### config.mk
export PLATFORM = sky130hd
export DESIGN_NAME = input_conditioner_flat
export DESIGN_NICKNAME = d
export VERILOG_FILES = /design/src/rtl/input_conditioner_if.sv /design/src/rtl/input_conditioner.sv /design/src/flat_wrapper.sv
export SDC_FILE = /design/constraint.sdc
export NUM_CORES = 1
export LEC_CHECK = 0
export CORE_ASPECT_RATIO = 2
export CORE_MARGIN = 10
export CORE_UTILIZATION = 52
export DETAILED_ROUTE_END_ITERATION = 12
export PLACE_DENSITY = 0.77
export SYNTH_ARGS = -nofsm -noshare
export SYNTH_HDL_FRONTEND = slang
export SYNTH_SLANG_ARGS = --single-unit
### constraint.sdc
create_clock -name clk -period 2.1 [get_ports clk]
set_input_delay 0.21 -clock clk [delete_from_list [all_inputs] [get_ports clk]]
set_output_delay 0.21 -clock clk [all_outputs]
set_load 0.02 [all_outputs]
### src/rtl/input_conditioner_if.sv
// Port bundle for input_conditioner: raw board inputs toward the conditioner and
// conditioned, debounced signals back toward the calculator core.
interface input_conditioner_if;
  // next_pulse and sw_changed are single-cycle strobes with no ready/backpressure.
  // The consumer must sample them on every clock. The *_db outputs and next_held are
  // levels that are valid on every cycle.
  logic       next_raw;
  logic       clear_raw;
  logic       level_raw;
  logic [2:0] ms_raw;
  logic [3:0] din_raw;

  logic       next_pulse;
  logic       next_held;
  logic       clear_db;
  logic       level_db;
  logic [2:0] ms_db;
  logic [3:0] din_db;
  logic       sw_changed;
  logic [1:0] btn_state;

  modport master (
    output next_raw, clear_raw, level_raw, ms_raw, din_raw,
    input  next_pulse, next_held, clear_db, level_db, ms_db, din_db, sw_changed, btn_state
  );

  modport slave (
    input  next_raw, clear_raw, level_raw, ms_raw, din_raw,
    output next_pulse, next_held, clear_db, level_db, ms_db, din_db, sw_changed, btn_state
  );
endinterface

### src/rtl/input_conditioner.sv
// Board-input front end: a two-flop synchronizer and debouncer for the active-low "next"
// button (one step pulse per press) and for the 9-bit switch bank (updated as one unit).
module input_conditioner #(
  parameter int DEBOUNCE_CYCLES = 250000,
  parameter int CNT_W           = 18
) (
  input  logic                 clk,
  input  logic                 rst,
  input_conditioner_if.slave   bus
);

  localparam logic [CNT_W-1:0] CNT_LAST = CNT_W'(DEBOUNCE_CYCLES - 1);

  localparam logic [1:0] ST_IDLE         = 2'd0;
  localparam logic [1:0] ST_PRESS_WAIT   = 2'd1;
  localparam logic [1:0] ST_HELD         = 2'd2;
  localparam logic [1:0] ST_RELEASE_WAIT = 2'd3;

  logic             next_s1, next_s2;
  logic [8:0]       sw_raw_vec;
  logic [8:0]       sw_s1, sw_s2, sw_prev;
  logic [8:0]       sw_db;
  logic             sw_changed_q;
  logic [1:0]       state;
  logic [CNT_W-1:0] cnt;
  logic [CNT_W-1:0] scnt;
  logic             next_pulse_q;
  logic             next_held_q;

  assign sw_raw_vec = {bus.clear_raw, bus.level_raw, bus.ms_raw, bus.din_raw};

  // The button synchronizer resets to 1 (released) so reset release never looks like a press.
  always_ff @(posedge clk or negedge rst) begin
    if (!rst) begin
      next_s1 <= 1'b1;
      next_s2 <= 1'b1;
      sw_s1   <= '0;
      sw_s2   <= '0;
    end else begin
      next_s1 <= bus.next_raw;
      next_s2 <= next_s1;
      sw_s1   <= sw_raw_vec;
      sw_s2   <= sw_s1;
    end
  end

  always_ff @(posedge clk or negedge rst) begin
    if (!rst) begin
      state        <= ST_IDLE;
      cnt          <= '0;
      next_pulse_q <= 1'b0;
      next_held_q  <= 1'b0;
    end else begin
      next_pulse_q <= 1'b0;
      case (state)
        ST_IDLE: begin
          if (!next_s2) begin
            state <= ST_PRESS_WAIT;
            cnt   <= '0;
          end
        end
        ST_PRESS_WAIT: begin
          if (next_s2) begin
            state <= ST_IDLE;
          end else if (cnt == CNT_LAST) begin
            state        <= ST_HELD;
            next_pulse_q <= 1'b1;
            next_held_q  <= 1'b1;
          end else begin
            cnt <= cnt + CNT_W'(1);
          end
        end
        ST_HELD: begin
          if (next_s2) begin
            state <= ST_RELEASE_WAIT;
            cnt   <= '0;
          end
        end
        ST_RELEASE_WAIT: begin
          // A bounce back to 0 returns to HELD; only PRESS_WAIT can emit a pulse.
          if (!next_s2) begin
            state <= ST_HELD;
          end else if (cnt == CNT_LAST) begin
            state       <= ST_IDLE;
            next_held_q <= 1'b0;
          end else begin
            cnt <= cnt + CNT_W'(1);
          end
        end
        default: begin
          state <= ST_IDLE;
          cnt   <= '0;
        end
      endcase
    end
  end

  // Any change of the synced vector restarts the stability window; the outputs load
  // together only after the whole vector has held still long enough.
  always_ff @(posedge clk or negedge rst) begin
    if (!rst) begin
      sw_prev      <= '0;
      scnt         <= '0;
      sw_db        <= '0;
      sw_changed_q <= 1'b0;
    end else begin
      sw_prev      <= sw_s2;
      sw_changed_q <= 1'b0;
      if (sw_s2 != sw_prev) begin
        scnt <= '0;
      end else begin
        if (scnt < CNT_LAST) begin
          scnt <= scnt + CNT_W'(1);
        end
        if ((scnt == CNT_LAST) && (sw_s2 != sw_db)) begin
          sw_db        <= sw_s2;
          sw_changed_q <= 1'b1;
        end
      end
    end
  end

  assign bus.next_pulse = next_pulse_q;
  assign bus.next_held  = next_held_q;
  assign bus.clear_db   = sw_db[8];
  assign bus.level_db   = sw_db[7];
  assign bus.ms_db      = sw_db[6:4];
  assign bus.din_db     = sw_db[3:0];
  assign bus.sw_changed = sw_changed_q;
  assign bus.btn_state  = state;

endmodule

### src/flat_wrapper.sv
// flat-port wrapper written by rule: the top's interface ports become plain ports
module input_conditioner_flat 
#(
  parameter int DEBOUNCE_CYCLES = 250000,
  parameter int CNT_W           = 18
)
  (clk, rst, bus_next_raw, bus_clear_raw, bus_level_raw, bus_ms_raw, bus_din_raw, bus_next_pulse, bus_next_held, bus_clear_db, bus_level_db, bus_ms_db, bus_din_db, bus_sw_changed, bus_btn_state);
  input_conditioner_if bus_i ();
  input  logic clk;
  input  logic rst;
  input wire logic [$bits(bus_i.next_raw)-1:0] bus_next_raw;
  input wire logic [$bits(bus_i.clear_raw)-1:0] bus_clear_raw;
  input wire logic [$bits(bus_i.level_raw)-1:0] bus_level_raw;
  input wire logic [$bits(bus_i.ms_raw)-1:0] bus_ms_raw;
  input wire logic [$bits(bus_i.din_raw)-1:0] bus_din_raw;
  output wire logic [$bits(bus_i.next_pulse)-1:0] bus_next_pulse;
  output wire logic [$bits(bus_i.next_held)-1:0] bus_next_held;
  output wire logic [$bits(bus_i.clear_db)-1:0] bus_clear_db;
  output wire logic [$bits(bus_i.level_db)-1:0] bus_level_db;
  output wire logic [$bits(bus_i.ms_db)-1:0] bus_ms_db;
  output wire logic [$bits(bus_i.din_db)-1:0] bus_din_db;
  output wire logic [$bits(bus_i.sw_changed)-1:0] bus_sw_changed;
  output wire logic [$bits(bus_i.btn_state)-1:0] bus_btn_state;
  assign bus_i.next_raw = bus_next_raw;
  assign bus_i.clear_raw = bus_clear_raw;
  assign bus_i.level_raw = bus_level_raw;
  assign bus_i.ms_raw = bus_ms_raw;
  assign bus_i.din_raw = bus_din_raw;
  assign bus_next_pulse = bus_i.next_pulse;
  assign bus_next_held = bus_i.next_held;
  assign bus_clear_db = bus_i.clear_db;
  assign bus_level_db = bus_i.level_db;
  assign bus_ms_db = bus_i.ms_db;
  assign bus_din_db = bus_i.din_db;
  assign bus_sw_changed = bus_i.sw_changed;
  assign bus_btn_state = bus_i.btn_state;
  input_conditioner #(.DEBOUNCE_CYCLES(DEBOUNCE_CYCLES), .CNT_W(CNT_W)) u_core (.clk(clk), .rst(rst), .bus(bus_i));
endmodule
=== After elaboration in Yosys (flattened, before gate mapping) ===
Index checks and enable logic that the tools add are counted.

* Order comparisons: 1
* Eq/ne operators: 15
* Reductions and logical operators: 8
* Bitwise logic cells: 1
* Muxes and demuxes: 25
* Add/subtract/negate cells: 2

{| class="wikitable"
|+ Operators by type and width
! operator !! count
|-
| 2-to-1 mux 18 bit || 7
|-
| case mux 18 bit (4 select lines) || 1
|-
| adder 18 x 1 -> 18 bit (second input constant) || 2
|-
| equality test 18 bit (second input constant) || 2
|-
| < comparator 18 bit (second input constant) || 1
|-
| != test 9 bit || 2
|-
| 2-to-1 mux 2 bit || 6
|-
| 2-to-1 mux 1 bit || 9
|-
| != test 2 x 1 -> 1 bit (second input constant) || 4
|-
| case mux 2 bit (4 select lines) || 1
|-
| AND reduction 4 bit || 2
|-
| AND reduction 5 bit || 1
|-
| equality test 2 bit (second input constant) || 2
|-
| != test 2 bit (second input constant) || 2
|-
| nonzero test 2 bit || 2
|-
| != test 3 x 1 -> 1 bit (second input constant) || 1
|-
| != test 3 bit (second input constant) || 1
|-
| equality test 2 x 1 -> 1 bit (second input constant) || 1
|-
| zero test 2 bit || 1
|-
| case mux 1 bit (2 select lines) || 1
|-
| AND reduction 2 bit || 1
|-
| logical AND 1 bit || 1
|-
| inverter 1 bit || 1
|}

* Bits in registers: 79
* Input bits: 12
* Output and inout bits: 14
* Logic and storage cells: 64

=== Logic depth before layout (Yosys ltp) ===
Gate-level depths: netlist of run 1.

* Depth after elaboration: 4
* Mapped depth: 6
* Gate-level depth less buffers: 6

=== Least setup slack after synthesis of run 1 ===
OpenSTA, ideal clock, no wires.

* Path type: flip-flop to flip-flop
* From: register u_core.scnt[10]
* To: register u_core.scnt[16]
* Stages on the path, launching flop included: 6
* Path buffers: 0
* Library setup time: 0.078 ns
* Required time: 2.022 ns
* Arrival time: 1.936 ns
* Slack: 0.086 ns
* Period minus slack after synthesis: 2.014 ns
* Cell sequence: dfrtp_1 -> nor4_4 -> a311oi_2 -> or4_4 -> or3_1 -> a21oi_1

* Word-level cells in the longest chain between the ends: 3
* Elaborated cells between the ends (all ways): 5
* Those cells by class: 1 x add/sub; 1 x order compare; 2 x mux; 1 x reduce/logical

{| class="wikitable"
|+ RTL lines
! what !! RTL line !! source
|-
| start, declared || input_conditioner.sv:26 || <nowiki>logic [CNT_W-1:0] scnt;</nowiki>
|-
| start signal, assigned || input_conditioner.sv:113 || <nowiki>scnt <= scnt + CNT_W'(1);</nowiki>
|-
| adder 18 x 1 -> 18 bit || input_conditioner.sv:113 ||
|-
| 2-to-1 mux 18 bit || input_conditioner.sv:112 || <nowiki>if (scnt < CNT_LAST) begin</nowiki>
|-
| 2-to-1 mux 18 bit || input_conditioner.sv:109 || <nowiki>if (sw_s2 != sw_prev) begin</nowiki>
|}

Several ways; a longest one is shown, not always the timed one. The select of a mux whose other input is x is not followed.
A chain may end at the register's enable or synchronous reset.

=== Worst setup path in the final report of run 1 ===
* From: register u_core.scnt[0]
* To: register u_core.sw_db[0]

* Word-level cells in the longest chain between the ends: 3

{| class="wikitable"
|+ RTL lines
! what !! RTL line !! source
|-
| equality test 18 bit || input_conditioner.sv:115 || <nowiki>if ((scnt == CNT_LAST) && (sw_s2 != sw_db)) begin</nowiki>
|-
| logical AND 1 bit || input_conditioner.sv:115 ||
|-
| AND reduction 2 bit (no source line) || n/a ||
|-
| end signal, assigned || input_conditioner.sv:116 || <nowiki>sw_db <= sw_s2;</nowiki>
|-
| end, declared || input_conditioner.sv:22 || <nowiki>logic [8:0] sw_db;</nowiki>
|}

No other way between the ends.

==> metrics.csv, run 1 <==
stage,metric,value,unit
critical_path,Critical Path End Type,register,
clock_tree,"Clk Latency, worst-skew pair",0.33,ns
drt,DRT antenna net count,0,
clock_tree,CTS tree,yes,
critical_path,Worst Setup Start Kind,register,
critical_path,CP required,2.32,ns
timing,final setup skew,0.00513,ns
clock_tree,clock sink count,79,
finish,share of post-route cells with drive strength above 1,17.4,%
floorplanning,Die W,77.7,um
floorplanning,Placeable Area,6570,um^2
synth,Synth Flop Type,dfrtp_1,
clock_tree,H-tree Lvls,3,
synth,Post-synth EDFFs,0,
finish,fin util,66.6,%
power_and_ir_drop,Reg power frac,46.7,%
timing,Max Clock Freq,489,MHz
critical_path,CP Class,reg -> reg,
timing,Pins Over Slew Limit,0,
critical_path,Setup crit start,u_core.scnt[0]$_DFFE_PN0P_,
floorplanning,Initial Util,52.7,%
floorplanning,die area,10500,um^2
synth,async set-reset flop share out of synthesis,100,%
clock_tree,number of CTS-inserted buffers,9,
power_and_ir_drop,VDD IR max,0.676,mV
synth,syn_area_per_cell,11.0,um^2
global_routing,largest net degree at the start of global routing,49,
clock_tree,CTS max path bufs,2,
placed_design,DP Worst Slack,0.0567,ns
placed_design,DP HPWL,5180,um
drt,Iter 0 DRT Violations,188,
finish,fin nets,383,
critical_path,WP data arrival,2.26,ns
global_routing,initial antenna violation count,0,
finish,"commonest non-fill, non-tap cell in the layout",dfrtp_1,
drt,total wire length,7380,um
synth,register area share after synthesis,57.1,%
finish,highest-count cells in the layout ignoring fill and taps,"76 x dfrtp_1, 31 x nand2_1, 30 x nor2_1, 25 x xor2_1, 24 x clkdlybuf4s50_1",
floorplanning,Site Rows,42,
timing,Fin. Hold Viols,0,
floorplanning,Die Span Y,135,um
power_and_ir_drop,cell-internal power,2730,uW
timing,Slew headroom,59.3,%
min_path,worst hold start,bus_next_raw,
status,status,finished clean,
floorplanning,I/O pin count,26,
timing,Worst Slack Setup Final,0.0553,ns
global_routing,Tot GR Track Use,14.8,%
power_and_ir_drop,P per Cell Area,779,nW/um^2
synth,YS warnings,0,
clock_tree,clock slew at reported path FFs,0.06,ns
timing,Worst-Margin Slew,0.610,ns
timing,crit share post-route,97.4,%
timing,Setup Viol. Count Final,0,
drt,DR pass1 iterations,4,
power_and_ir_drop,switching power,685,uW
min_path,HP Class,in -> reg,
power_and_ir_drop,P_leak,0.00180,uW
finish,fillers,509,
placed_design,Buffers on Ports,25,
critical_path,maximum fanout along the worst path,8,
critical_path,RR Startpoint,u_core.scnt[0]$_DFFE_PN0P_,
finish,Area Overhead vs Synth,26.3,%
synth,cell count after synthesis,316,
global_routing,global-route wire length before repair,12500,um
clock_tree,Root Driver,clkbuf_16,
run,max_cap viols,0,
drt,drt wl/cell,16.0,um
drt,DR vias,2563,
global_routing,number of global-route vias before repair,2700,
drt,vias per std cell,5.55,
power_and_ir_drop,logic gate share of total power,3.7,%
power_and_ir_drop,Sw Ratio,20.1,%
placed_design,Final GP Congestion,0.897,
synth,synth unique cells,44,
timing,min Tclk post-route,2.04,ns
power_and_ir_drop,Clock Power Share,49.7,%
timing,unrepaired setup endpoints after global routing,yes,
synth,Mapped Nets,330,
finish,diode count,0,
drt,Post-route DRC,0,
global_routing,total gr overflow,0,
synth,synthesized flop and latch total,79,
synth,synthesized area,3460,um^2
-- metal layers --
metal | global-route usage (%) | vias up | routed length, um
li1 | - | 1214 | -
met1 | 14.6 | 1267 | 2650
met2 | 26.5 | 57 | 4200
met4 | 9.90 | 0 | 285
met3 | 3.39 | 25 | 245
met5 | 0 | - | 0
-- cell type report --
class                   instances  area, um^2  area share [%]
inverters                      10        37.5           0.858
clock buffers                  12         256            5.86
repair buffers                 49         447            10.2
flip-flops and latches         79        1980            45.3
well taps                      88         110            2.52
multi-input cells             220        1470            33.6
clock inverters                 4        76.3            1.74
-- final timing paths --
kind	endpoint	slack, ns	cells after the start
max reg2reg	u_core.sw_db[0]$_DFFE_PN0P_	0.06	7
min in group asynchronous	u_core.sw_s1[8]$_DFF_PN0_	0.43	2
min reg2reg	u_core.sw_s2[7]$_DFF_PN0_	0.35	0
max in group asynchronous	u_core.cnt[2]$_DFFE_PN0P_	1.07	3
max	u_core.sw_db[0]$_DFFE_PN0P_	0.06	7
min	u_core.next_s1$_DFF_PN1_	0.29	1
-- power by group through the flow --
stage / sequential [uW] / clock (uW) / combinational [uW]
after CTS: 1590 / 1730 / 128
after floorplan: 1610 / 0 / 50.8
after global placement: 1620 / 0 / 122
after global routing: 1600 / 1790 / 142
after detailed placement: 1620 / 0 / 125
final: 1590 / 1690 / 125
-- worst max-delay path, cell delays in order, from the launching register on --
cell     delay (ns)
dfrtp_1        0.40
ha_4           0.16
nand4_1        0.15
nor4_2         0.33
nand3_1        0.18
nor3_2         0.20
buf_6          0.16
mux2_2         0.34
-- synthesized netlist by cell type, types with 2 or more instances --
cell type	count	area, um^2
mux2i_1	2	20.0
mux2_2	9	101
ha_1	2	25.0
a21oi_1	8	40.0
nor2_1	30	113
xnor2_1	15	131
nor4_1	9	56.3
inv_1	10	37.5
nand2b_1	2	12.5
o21ai_0	7	35.0
and4_1	2	17.5
nor3_1	8	40.0
dfrtp_1	77	1930
a31o_2	2	17.5
nor2b_1	2	12.5
a31oi_1	2	12.5
o31ai_1	2	15.0
dfstp_2	2	52.6
nand4_1	10	62.6
and3_1	4	25.0
nand2_1	31	116
clkbuf_1	7	26.3
xor2_1	25	219
nor4bb_1	2	20.0
or3_1	6	37.5
nand3_1	21	105
or4_1	2	15.0
-- logic make-up (layout without fill, tap and decap cells) --
family	Yosys count	after routing	synth area share (%)
simple gates	136	136	20.4
flops	79	79	57.1
mux	11	11	3.50
fa+ha+maj	2	2	0.722
xor+xnor	40	40	10.1
compound gates	31	31	6.28
buf+inv	17	75	1.84
-- sequential cells by signal (all words and copies together) (netlist names), 9 cells and up, named ones only --
| signal | flops |
|---|---|
| u_core.sw_prev | 9 |
| u_core.scnt | 18 |
| u_core.sw_s1 | 9 |
| u_core.sw_db | 9 |
| u_core.cnt | 18 |
| u_core.sw_s2 | 9 |
-- stage by stage --
step                      hold WS, ns  area [um^2]  TNS (ns)  std cells  power, uW
final                           0.285         4380         0        462       3410
after floorplan               -0.0856         3460         0        316       1660
after CTS                       0.274         4280         0        456       3450
after global placement          0.254         3940         0        439       1740
after detailed placement        0.262         3940         0        439       1740
after global routing            0.276         4380    -0.377        462       3530
-- repair_timing --
action	in CTS	in global routing
resized for setup	0	10
hold endpoints to repair	44	0
setup buffers	0	6
hold buffers	1	0
endpoints found under the setup margin	0	15
Note: power is estimated with default switching activity, not from simulation.
==> run 2: changes to the inputs <==
--- a/config.mk
+++ b/config.mk
@@ -7,9 +7,10 @@
 export LEC_CHECK = 0
 export CORE_ASPECT_RATIO = 2
 export CORE_MARGIN = 10
-export CORE_UTILIZATION = 52
+export CORE_UTILIZATION = 54
+export CTS_BUF_LIST = sky130_fd_sc_hd__clkbuf_2
 export DETAILED_ROUTE_END_ITERATION = 12
-export PLACE_DENSITY = 0.77
+export PLACE_DENSITY = 0.79
 export SYNTH_ARGS = -nofsm -noshare
 export SYNTH_HDL_FRONTEND = slang
 export SYNTH_SLANG_ARGS = --single-unit
==> run 2 against run 1 <==
  * Worst setup slack gained 0.013 ns
  * Critical path depth shrank 1
  * Sequential cell count is the same
  * Sequential share of layout area grew 3.4 points
  * Critical path type unchanged
  * Critical endpoint is now u_core.scnt[16]$_DFFE_PN0P_
  * Largest power group is now sequential cells
==> metrics.csv, run 2 (synthesis gave the netlist of run 1 again) <==
stage,metric,value,unit,change
critical_path,Worst R2R End,u_core.scnt[16]$_DFFE_PN0P_,,was u_core.sw_db[0]$_DFFE_PN0P_
global_routing,M2 GR Usage,26.3,%,was 26.5%
clock_tree,CTS max path bufs,2,,unchanged
floorplanning,Die W,76.6,um,was 77.7 um
floorplanning,I/O pin count,26,,unchanged
clock_tree,CTS tree,yes,,unchanged
timing,Slew headroom,64.4,%,was 59.3%
finish,share of post-route cells with drive strength above 1,15.9,%,was 17.4%
placed_design,Buffers on Ports,25,,unchanged
global_routing,GRT Max-Usage Layer,met2,,unchanged
critical_path,maximum fanout along the worst path,4,,was 8
placed_design,Final GP Congestion,0.905,,was 0.897
drt,Iter 0 DRT Violations,221,,was 188
critical_path,CP Class,reg -> reg,,unchanged
floorplanning,Die Span Y,133,um,was 135 um
finish,fin nets,381,,was 383
global_routing,met3 usage,3.64,%,was 3.39%
finish,"commonest non-fill, non-tap cell in the layout",dfrtp_1,,unchanged
finish,Finished Layout Cells,457,,was 462
timing,Setup TNS Final,0,ns,unchanged
min_path,Hold EP,u_core.next_s1$_DFF_PN1_,,unchanged
critical_path,Critical Path End Type,register,,unchanged
power_and_ir_drop,switching power,585,uW,was 685 uW
finish,post-layout instance area,4070,um^2,was 4380 um^2
critical_path,WP data arrival,2.48,ns,was 2.26 ns
drt,Post-route DRC,0,,unchanged
critical_path,CP required,2.55,ns,was 2.32 ns
clock_tree,clock sink count,79,,unchanged
finish,fin util,65.1,%,was 66.6%
clock_tree,"Clk Latency, worst-skew pair",0.50,ns,was 0.33 ns
finish,fillers,500,,was 509
finish,biggest regs,"u_core.cnt: 18 flops, u_core.scnt: 18 flops",,unchanged
floorplanning,die area,10200,um^2,was 10500 um^2
min_path,HP Class,in -> reg,,unchanged
global_routing,global-route wire length before repair,12200,um,was 12500 um
critical_path,Worst Setup Start Kind,register,,unchanged
floorplanning,Placeable Area,6260,um^2,was 6570 um^2
timing,Pins Over Slew Limit,0,,unchanged
power_and_ir_drop,cell-internal power,1900,uW,was 2730 uW
status,status,finished clean,,unchanged
critical_path,worst r2r path cells,6,,was 7
min_path,hold depth,1,,unchanged
power_and_ir_drop,P_leak,0.00170,uW,was 0.00180 uW
global_routing,largest net degree at the start of global routing,43,,was 49
timing,Worst-Margin Slew,0.531,ns,was 0.610 ns
placed_design,DP HPWL,5250,um,was 5180 um
power_and_ir_drop,P per Cell Area,610,nW/um^2,was 779 nW/um^2
drt,vias per std cell,5.55,,about the same
drt,DR pass1 iterations,4,,unchanged
power_and_ir_drop,Clock Power Share,31.0,%,was 49.7%
floorplanning,Site Rows,41,,was 42
critical_path,RR Startpoint,u_core.scnt[1]$_DFFE_PN0P_,,was u_core.scnt[0]$_DFFE_PN0P_
global_routing,Global Route met1 Usage,14.4,%,was 14.6%
timing,Worst Hold Slack,0.106,ns,was 0.285 ns
timing,Fin. Hold Viols,0,,unchanged
run,max_cap viols,0,,unchanged
placed_design,placed cells,438,,was 439
timing,crit share post-route,96.8,%,was 97.4%
global_routing,number of global-route vias before repair,2664,,was 2700
floorplanning,Initial Util,55.4,%,was 52.7%
clock_tree,H-tree Lvls,3,,unchanged
finish,highest-count cells in the layout ignoring fill and taps,"76 x dfrtp_1, 31 x nand2_1, 30 x nor2_1, 25 x xor2_1, 24 x clkdlybuf4s50_1",,unchanged
placed_design,placed cell areas,3930,um^2,was 3940 um^2
clock_tree,number of CTS-inserted buffers,9,,unchanged
power_and_ir_drop,VDD IR max,0.533,mV,was 0.676 mV
global_routing,Tot GR Track Use,14.5,%,was 14.8%
power_and_ir_drop,Sw Ratio,23.5,%,was 20.1%
finish,Area Overhead vs Synth,17.6,%,was 26.3%
clock_tree,clock slew at reported path FFs,0.20,ns,was 0.06 ns
drt,drt wl/cell,15.5,um,was 16.0 um
power_and_ir_drop,logic gate share of total power,5.1,%,was 3.7%
clock_tree,Root Driver,clkbuf_2,,was clkbuf_16
critical_path,register-to-register setup slack,0.07,ns,was 0.06 ns
min_path,worst hold start,bus_next_raw,,unchanged
drt,total wire length,7060,um,was 7380 um
finish,diode count,0,,unchanged
global_routing,initial antenna violation count,0,,unchanged
timing,min Tclk post-route,2.03,ns,was 2.04 ns
timing,Max Clock Freq,492,MHz,was 489 MHz
timing,Setup Viol. Count Final,0,,unchanged
drt,DR vias,2537,,was 2563
timing,final setup skew,0.0224,ns,was 0.00513 ns
drt,DRT antenna net count,0,,unchanged
global_routing,total gr overflow,0,,unchanged
power_and_ir_drop,Reg power frac,63.9,%,was 46.7%
## run 2: cell count changes in the layout (fill, tap and decap cells not counted), moves of 2 or more
cell | before | now
clkbuf_16 | 9 | 0
clkbuf_2 | 0 | 12
clkbuf_8 | 2 | 0
nor3_1 | 6 | 8
nor3_2 | 3 | 1
## run 2: worst max-delay path by stage
stage                                           start                           to  depth (start not counted)
after floorplan           u_core.scnt[10]$_DFFE_PN0P_  u_core.scnt[16]$_DFFE_PN0P_                          5
after global placement     u_core.scnt[0]$_DFFE_PN0P_  u_core.sw_db[4]$_DFFE_PN0P_                          7
after detailed placement   u_core.scnt[0]$_DFFE_PN0P_  u_core.sw_db[1]$_DFFE_PN0P_                          7
final                      u_core.scnt[1]$_DFFE_PN0P_  u_core.scnt[16]$_DFFE_PN0P_                          6
after CTS                  u_core.scnt[0]$_DFFE_PN0P_  u_core.sw_db[1]$_DFFE_PN0P_                          7
after global routing       u_core.scnt[1]$_DFFE_PN0P_  u_core.sw_db[0]$_DFFE_PN0P_                          7
## run 2: stage by stage
step | power (uW) | worst slack [ns]
6_report | 2490 | 0.0679
2_1_floorplan | 1660 | 0.0858
4_1_cts | 2520 | 0.0265
5_1_grt | 2610 | -0.0179
3_5_place_dp | 1750 | 0.0695
3_3_place_gp | 1740 | 0.127
## run 2: layout make-up
cell class | count | area [um^2] | area share, %
Tap cell | 86 | 108 | 2.64
Clock inverter | 3 | 45.0 | 1.11
Timing Repair Buffer | 47 | 415 | 10.2
Clock buffer | 12 | 60.1 | 1.47
Inverter | 10 | 37.5 | 0.921
Multi-Input combinational cell | 220 | 1430 | 35.0
Sequential cell | 79 | 1980 | 48.6
## run 2: critical path: stages, from the launching register on
cell      delay, ns
dfrtp_1        0.45
ha_1           0.23
nand4_1        0.17
a311oi_2       0.14
or4_4          0.54
or3_1          0.32
a21oi_1        0.14
## run 2: timing repair
item                                   in CTS  in global routing
gates resized for setup                     0                  2
setup endpoints to repair                   0                 12
endpoints found under the hold margin      39                  0
hold buffers                                1                  0
setup buffers                               0                  3
## run 2: power by group through the flow
stage / sequential (uW) / clock [uW] / combinational [uW]
after floorplan: 1610 / 0 / 50.8
after detailed placement: 1620 / 0 / 129
after global routing: 1590 / 866 / 145
after CTS: 1590 / 798 / 131
after global placement: 1610 / 0 / 124
final: 1590 / 770 / 127
## run 2: metal layers
layer | routed length (um) | up-vias
li1 | - | 1209
met4 | 168 | 0
met1 | 2570 | 1258
met5 | 0 | -
met2 | 4100 | 53
met3 | 224 | 17
